### config.mk
export PLATFORM = sky130hd
export DESIGN_NAME = axil_mem_master
export DESIGN_NICKNAME = d
export VERILOG_FILES = /design/src/rtl/axil_pkg.sv /design/src/rtl/axil_mem_master.sv
export SDC_FILE = /design/constraint.sdc
export NUM_CORES = 1
export LEC_CHECK = 0
export CELL_PAD_IN_SITES_DETAIL_PLACEMENT = 2
export CELL_PAD_IN_SITES_GLOBAL_PLACEMENT = 2
export CORE_MARGIN = 2
export CORE_UTILIZATION = 22
export CTS_CLUSTER_DIAMETER = 120
export DETAILED_ROUTE_END_ITERATION = 12
export MAX_ROUTING_LAYER = met4
export PLACE_DENSITY = 0.95
export RECOVER_POWER = 100
export REMOVE_ABC_BUFFERS = 1
export SLEW_MARGIN = 0
export SYNTH_ARGS = -nofsm -noshare
export SYNTH_HDL_FRONTEND = slang
export SYNTH_SLANG_ARGS = --single-unit
### constraint.sdc
create_clock -name clk -period 2.8 [get_ports clk]
set_input_delay 0.7 -clock clk [delete_from_list [all_inputs] [get_ports clk]]
set_output_delay 0.7 -clock clk [all_outputs]
set_load 0.05 [all_outputs]
### src/rtl/axil_pkg.sv
// Shared AXI4-Lite definitions: response codes and the memory-master state encoding.
package axil_pkg;

    localparam logic [1:0] RESP_OKAY   = 2'b00;
    localparam logic [1:0] RESP_EXOKAY = 2'b01;
    localparam logic [1:0] RESP_SLVERR = 2'b10;
    localparam logic [1:0] RESP_DECERR = 2'b11;

    typedef enum logic [2:0] {
        StIdle,
        StWrReq,
        StWrResp,
        StRdReq,
        StRdResp,
        StRsp
    } axil_mst_state_t;

    // SLVERR and DECERR both have bit 1 set
    function automatic logic resp_is_err(input logic [1:0] resp);
        return resp[1];
    endfunction

endpackage

### src/rtl/axil_mem_master.sv
// AXI4-Lite initiator: turns single-request memory accesses into AXI4-Lite transactions,
// one outstanding at a time, returning data and the AXI response code.
module axil_mem_master
    import axil_pkg::*;
#(
    parameter int unsigned ADDR_WIDTH = 32,
    parameter int unsigned DATA_WIDTH = 32,
    parameter int unsigned STRB_WIDTH = DATA_WIDTH / 8
) (
    input  logic                  clk,
    input  logic                  rst_n,

    input  logic                  req_valid,
    output logic                  req_ready,
    input  logic                  req_we,
    input  logic [ADDR_WIDTH-1:0] req_addr,
    input  logic [DATA_WIDTH-1:0] req_wdata,
    input  logic [STRB_WIDTH-1:0] req_wstrb,

    output logic                  rsp_valid,
    input  logic                  rsp_ready,
    output logic [DATA_WIDTH-1:0] rsp_rdata,
    output logic [1:0]            rsp_resp,
    output logic                  rsp_err,
    output logic [7:0]            err_count,

    output logic [ADDR_WIDTH-1:0] axi_awaddr,
    output logic                  axi_awvalid,
    input  logic                  axi_awready,
    output logic [DATA_WIDTH-1:0] axi_wdata,
    output logic [STRB_WIDTH-1:0] axi_wstrb,
    output logic                  axi_wvalid,
    input  logic                  axi_wready,
    input  logic [1:0]            axi_bresp,
    input  logic                  axi_bvalid,
    output logic                  axi_bready,
    output logic [ADDR_WIDTH-1:0] axi_araddr,
    output logic                  axi_arvalid,
    input  logic                  axi_arready,
    input  logic [DATA_WIDTH-1:0] axi_rdata,
    input  logic [1:0]            axi_rresp,
    input  logic                  axi_rvalid,
    output logic                  axi_rready
);

    axil_mst_state_t       state_q, state_d;
    logic [ADDR_WIDTH-1:0] addr_q, addr_d;
    logic [DATA_WIDTH-1:0] wdata_q, wdata_d;
    logic [STRB_WIDTH-1:0] wstrb_q, wstrb_d;
    logic                  aw_done_q, aw_done_d;
    logic                  w_done_q, w_done_d;
    logic [DATA_WIDTH-1:0] rdata_q, rdata_d;
    logic [1:0]            resp_q, resp_d;
    logic [7:0]            err_q, err_d;

    always_ff @(posedge clk) begin
        if (!rst_n) begin
            state_q   <= StIdle;
            addr_q    <= '0;
            wdata_q   <= '0;
            wstrb_q   <= '0;
            aw_done_q <= 1'b0;
            w_done_q  <= 1'b0;
            rdata_q   <= '0;
            resp_q    <= RESP_OKAY;
            err_q     <= '0;
        end else begin
            state_q   <= state_d;
            addr_q    <= addr_d;
            wdata_q   <= wdata_d;
            wstrb_q   <= wstrb_d;
            aw_done_q <= aw_done_d;
            w_done_q  <= w_done_d;
            rdata_q   <= rdata_d;
            resp_q    <= resp_d;
            err_q     <= err_d;
        end
    end

    always_comb begin
        state_d     = state_q;
        addr_d      = addr_q;
        wdata_d     = wdata_q;
        wstrb_d     = wstrb_q;
        aw_done_d   = aw_done_q;
        w_done_d    = w_done_q;
        rdata_d     = rdata_q;
        resp_d      = resp_q;
        err_d       = err_q;
        req_ready   = 1'b0;
        rsp_valid   = 1'b0;
        axi_awvalid = 1'b0;
        axi_wvalid  = 1'b0;
        axi_bready  = 1'b0;
        axi_arvalid = 1'b0;
        axi_rready  = 1'b0;

        case (state_q)
            StIdle: begin
                req_ready = 1'b1;
                if (req_valid) begin
                    addr_d    = req_addr;
                    wdata_d   = req_wdata;
                    wstrb_d   = req_wstrb;
                    aw_done_d = 1'b0;
                    w_done_d  = 1'b0;
                    state_d   = req_we ? StWrReq : StRdReq;
                end
            end
            StWrReq: begin
                // AW and W complete independently; each valid drops once its own handshake is seen
                axi_awvalid = !aw_done_q;
                axi_wvalid  = !w_done_q;
                if (axi_awvalid && axi_awready) aw_done_d = 1'b1;
                if (axi_wvalid && axi_wready)   w_done_d  = 1'b1;
                if (aw_done_d && w_done_d)      state_d   = StWrResp;
            end
            StWrResp: begin
                axi_bready = 1'b1;
                if (axi_bvalid) begin
                    resp_d  = axi_bresp;
                    rdata_d = '0;
                    state_d = StRsp;
                    if (resp_is_err(axi_bresp) && err_q != 8'hff) err_d = err_q + 8'd1;
                end
            end
            StRdReq: begin
                axi_arvalid = 1'b1;
                if (axi_arready) state_d = StRdResp;
            end
            StRdResp: begin
                axi_rready = 1'b1;
                if (axi_rvalid) begin
                    resp_d  = axi_rresp;
                    rdata_d = axi_rdata;
                    state_d = StRsp;
                    if (resp_is_err(axi_rresp) && err_q != 8'hff) err_d = err_q + 8'd1;
                end
            end
            StRsp: begin
                rsp_valid = 1'b1;
                if (rsp_ready) state_d = StIdle;
            end
            default: state_d = StIdle;
        endcase
    end

    assign axi_awaddr = addr_q;
    assign axi_araddr = addr_q;
    assign axi_wdata  = wdata_q;
    assign axi_wstrb  = wstrb_q;
    assign rsp_rdata  = rdata_q;
    assign rsp_resp   = resp_q;
    assign rsp_err    = resp_q[1];
    assign err_count  = err_q;

endmodule

# == After elaboration in Yosys (flattened, before gate mapping) ==
# Index checks and enable logic that the tools add are counted.
# op_classes
n_mux,33
n_reduce_logical,15
n_eq_ne,14
n_addsub,1
# op_table
operator,count
$mux 32,2
$pmux 32 s2,1
$mux 8,4
$mux 3,6
$pmux 3 s6,1
$ne 2x2->1 const B,8
$pmux 8 s2,1
$mux 1,12
$add 8x1->8 const B,1
$ne 8x8->1 const B,1
$eq 3x2->1 const B,2
$eq 3x3->1 const B,2
$mux 2,3
$reduce_and 6->1,1
$logic_and 1x1->1,5
$reduce_and 5->1,1
$pmux 1 s2,2
$pmux 2 s2,1
$reduce_and 2->1,2
$reduce_bool 2->1,2
$eq 3x1->1 const B,1
$logic_not 3->1,1
$reduce_and 3->1,1
$logic_not 1->1,2
# word_totals
in_bits,114
output_inout_bits,150
reg_bits,115

# == Logic depth before layout (Yosys ltp) ==
# depth
depth_word,7
ltp_mapped,7

# == Least setup slack after synthesis ==
# No wires, ideal clock.
# synth_timing
path_type,flip-flop to output port
from,reg state_q[0]
to,out axi_awvalid
stages_incl_launch_ff,5
slack_ps,289
arrival_ps,1811
path_buffers,1
path_cell_list,dfxtp_1 -> buf_1 -> inv_1 -> or3_1 -> nor2_1
# synth_between
elab_chain_len,2
# synth_lines
item,line_no,source
start: declaration,axil_mem_master.sv:46,"axil_mst_state_t state_q, state_d;"
start signal: assignment,axil_mem_master.sv:58,state_q <= StIdle;
start signal: assignment,axil_mem_master.sv:68,state_q <= state_d;
$eq 3x1->1,axil_mem_master.sv:98,case (state_q)
$mux 1,axil_mem_master.sv:98,
end: declaration,axil_mem_master.sv:28,"output logic axi_awvalid,"
# Every way passes these cells.

# == Worst setup path after layout ==
# layout_timing
from,reg state_q[1]
to,out axi_arvalid
# layout_between
elab_chain_len,2
# layout_lines
item,line_no,source
$eq 3x2->1,axil_mem_master.sv:98,
$mux 1,axil_mem_master.sv:98,
end: declaration,axil_mem_master.sv:38,"output logic axi_arvalid,"
# Every way passes these cells.

==> run_results.csv <==
group,metric,value,unit
worst_setup_path,cp_max_stage_cell,"dfxtp_1",
placed_design,buffer_ports.inserted,263,
drt,drt_iter0_markers,105,
layout,final_common_cell,"dlygate4sd3_1",
power,total_power,7430,uW
min_path,holdCritPathClass,"reg -> reg",
worst_setup_path,crit_type,"reg -> out",
logic_synthesis,synth.yosys.warnings,0,
floorplan,dieWidth,151,um
cts,cts_root_buffer,"clkbuf_16",
drt,route.detailed.vias_per_inst,4.48,
cts,clk_pin_slew,0.05,ns
cts,clock_tree_from_tritoncts,"yes",
grt,number_of_global_route_vias_before_repair,5306,
placed_design,detailedPlacementHpwl,14.0,mm
layout,multi_input_area,2020,um^2
sta,finalHoldViolations,0,
sta,final-setup-viol-count,0,
floorplan,core,21100,um^2
logic_synthesis,synth_enable_flop_cells,0,
sta,finalMaxSlewViolations,0,
sta,fmaxAchievable,0.382,GHz
sta,fin_skew,0.00870,ns
logic_synthesis,synth_flop_cell,"dfxtp_1",
sta,timing.slew.headroom,30.8,%
layout,antenna-diode-count,0,
grt,grt_max_degree,58,
cts,number_of_buffers_inserted_to_repair_setup_after_cts,0,
floorplan,start_util,22.5,%
floorplan,rows,53,
layout,fin_util,38.2,%
worst_setup_path,cpPeakStageDelay,0.70,ns
logic_synthesis,ys_types,39,
placed_design,finalWeightedCongestion,0.696,
sta,rsz_0062_raised_after_global_routing,"false",
power,pd_cells,922,nW/um^2
cts,clock_sink_count,115,
grt,global_route.usage.total,17.3,%
cts,cts.htree.levels,4,
layout,layout.area.seq,2300,um^2
floorplan,ports,264,
worst_setup_path,timing.critical_path.arrival,1.92,ns
cts,cts.path.max_buffers,2,
drt,antenna_left,0,
worst_setup_path,crit_path_end_kind,"output port",
layout,layout-drive-gt1-share,6.44,%
layout,postLayoutCellArea,8060,um^2
logic_synthesis,ys_async_sr_fraction,0,%
drt,firstDrtPassIters,4,
logic_synthesis,synth.cell_area,4740,um^2
worst_setup_path,crit_path_start_kind,"register",
power,p_leak,0.00356,uW
layout,layout.filler_cells,2315,
logic_synthesis,yosys_reg_bits,115,
sta,final.min_clock_period,2.62,ns
placed_design,pre_cts_worst_setup_slack,0.271,ns
worst_setup_path,cp_max_fo,14,
logic_synthesis,proportion_of_synthesized_chip_area_in_sequential_cells,48.6,%
placed_design,placement.cell_area,7510,um^2
cts,clk-insertion-delay-late,0.41,ns
sta,min_period_over_period,93.5,%
sta,post-route-worst-setup-slack,0.181,ns
cts,cts_hold_fix_bufs,0,
power,vdd_ir_drop_max,0.000363,V
worst_setup_path,timing.critical_path.cells,"nand2b_1 -> nor2_1 -> buf_2",
layout,design.final.nets,910,
layout,most-common-layout-cells,"144 x dlygate4sd3_1, 142 x nand2_1, 115 x dfxtp_1, 112 x clkdlybuf4s50_1, 79 x a21oi_1",
status,run_status,"complete, no violations",
drt,totalWireLength,19.2,mm
layout,area_delta_synth_final,70.0,%
drt,routedWlPerCell,17.8,um
cts,number_of_cells_upsized_or_downsized_after_cts,0,
job,max_cap_viol_count,0,
sta,tightestPinTransition,1.04,ns
worst_setup_path,worstPathRequired,2.10,ns
logic_synthesis,syn_area_per_cell,8.29,um^2
grt,grt_antenna_before_repair,0,
logic_synthesis,netlist_instances,572,
grt,grt_overflow_total,0,
cts,tritoncts.num_buffers,17,
grt,grt_pass1_wl,29.4,mm
floorplan,chipHeight,151,um
floorplan,dieArea,22700,um^2
drt,routed-via-count,4851,
drt,drcViolationCount,0,
[final timing paths]
path | start | to | slack (ns) | cells past startpoint
setup / recovery | state_q[1] | axi_arvalid | 0.18 | 3
hold / removal | axi_wdata[11] | axi_wdata[11] | 0.45 | 2
setup reg to reg | state_q[1] | rsp_rdata[29] | 0.35 | 5
hold reg to reg | axi_wdata[11] | axi_wdata[11] | 0.45 | 2
[flip-flops by register name (all words and copies together), names as in the netlist]
name / flops
aw_done_q: 1
axi_araddr: 32
axi_wdata: 32
axi_wstrb: 4
err_count: 8
rsp_rdata: 32
rsp_resp: 2
state_q: 3
w_done_q: 1
[through the flow]
| step | setup TNS [ns] | instances | hold slack [ns] |
|---|---|---|---|
| after global routing | 0 | 1083 | 0.471 |
| after floorplan | -89.35 | 499 | 0.489 |
| after global placement | 0 | 1051 | 0.441 |
| final | 0 | 1083 | 0.454 |
| after detailed placement | 0 | 1051 | 0.451 |
| after CTS | 0 | 1083 | 0.463 |
[layout make-up]
type,instances,share of cell area [%]
sequential,115,28.6
inverter,5,0.248
clock buffer,19,5.50
tap,275,4.27
multi-input combinational,379,25.1
timing repair buffer,277,33.8
clock inverter,13,2.56
[Yosys cell counts (all sizes together), types with 2 or more instances]
master	n	area (um^2)
nand2	142	533
dfxtp	115	2300
nand3	4	20.0
and2	33	206
nor3	4	20.0
a22oi	2	15.0
inv	5	18.8
nor4	2	12.5
nand4b	2	17.5
nand2b	3	18.8
clkbuf	25	93.8
o31ai	5	37.5
nor2	42	158
buf	48	329
a21oi	79	395
or3	2	12.5
mux2i	35	350
or4	5	37.5
[per-layer routing]
layer  part of all wire [%]  GRT usage [%]
met1                     39           18.9
met2                     53           30.5
met3                    4.7           4.19
met4                    2.8           6.82
met5                      0              -
[kinds of logic (layout without fill, tap and decap cells)]
kind of cell | after synthesis | after routing | synth area share [%]
buffers and inverters | 78 | 314 | 9.32
muxes | 36 | 36 | 7.63
adders and majority gates | 1 | 1 | 0.264
AOI/OAI and AO/OA | 99 | 99 | 11.6
and+or+nand+nor | 243 | 243 | 22.6
DFF | 115 | 115 | 48.6
[power breakdown]
group | switching [uW] | total (uW) | internal, uW
Combinational | 2040 | 2940 | 892
Sequential | 195 | 2060 | 1870
Clock | 826 | 2430 | 1600
[critical path: cells and delay by family (launching register included)]
kind / cells / cell delay [ns]
DFF: 1 / 0.70
buffers and inverters: 1 / 0.29
and+or+nand+nor: 2 / 0.52
Note: power is estimated with default switching activity, not from simulation.
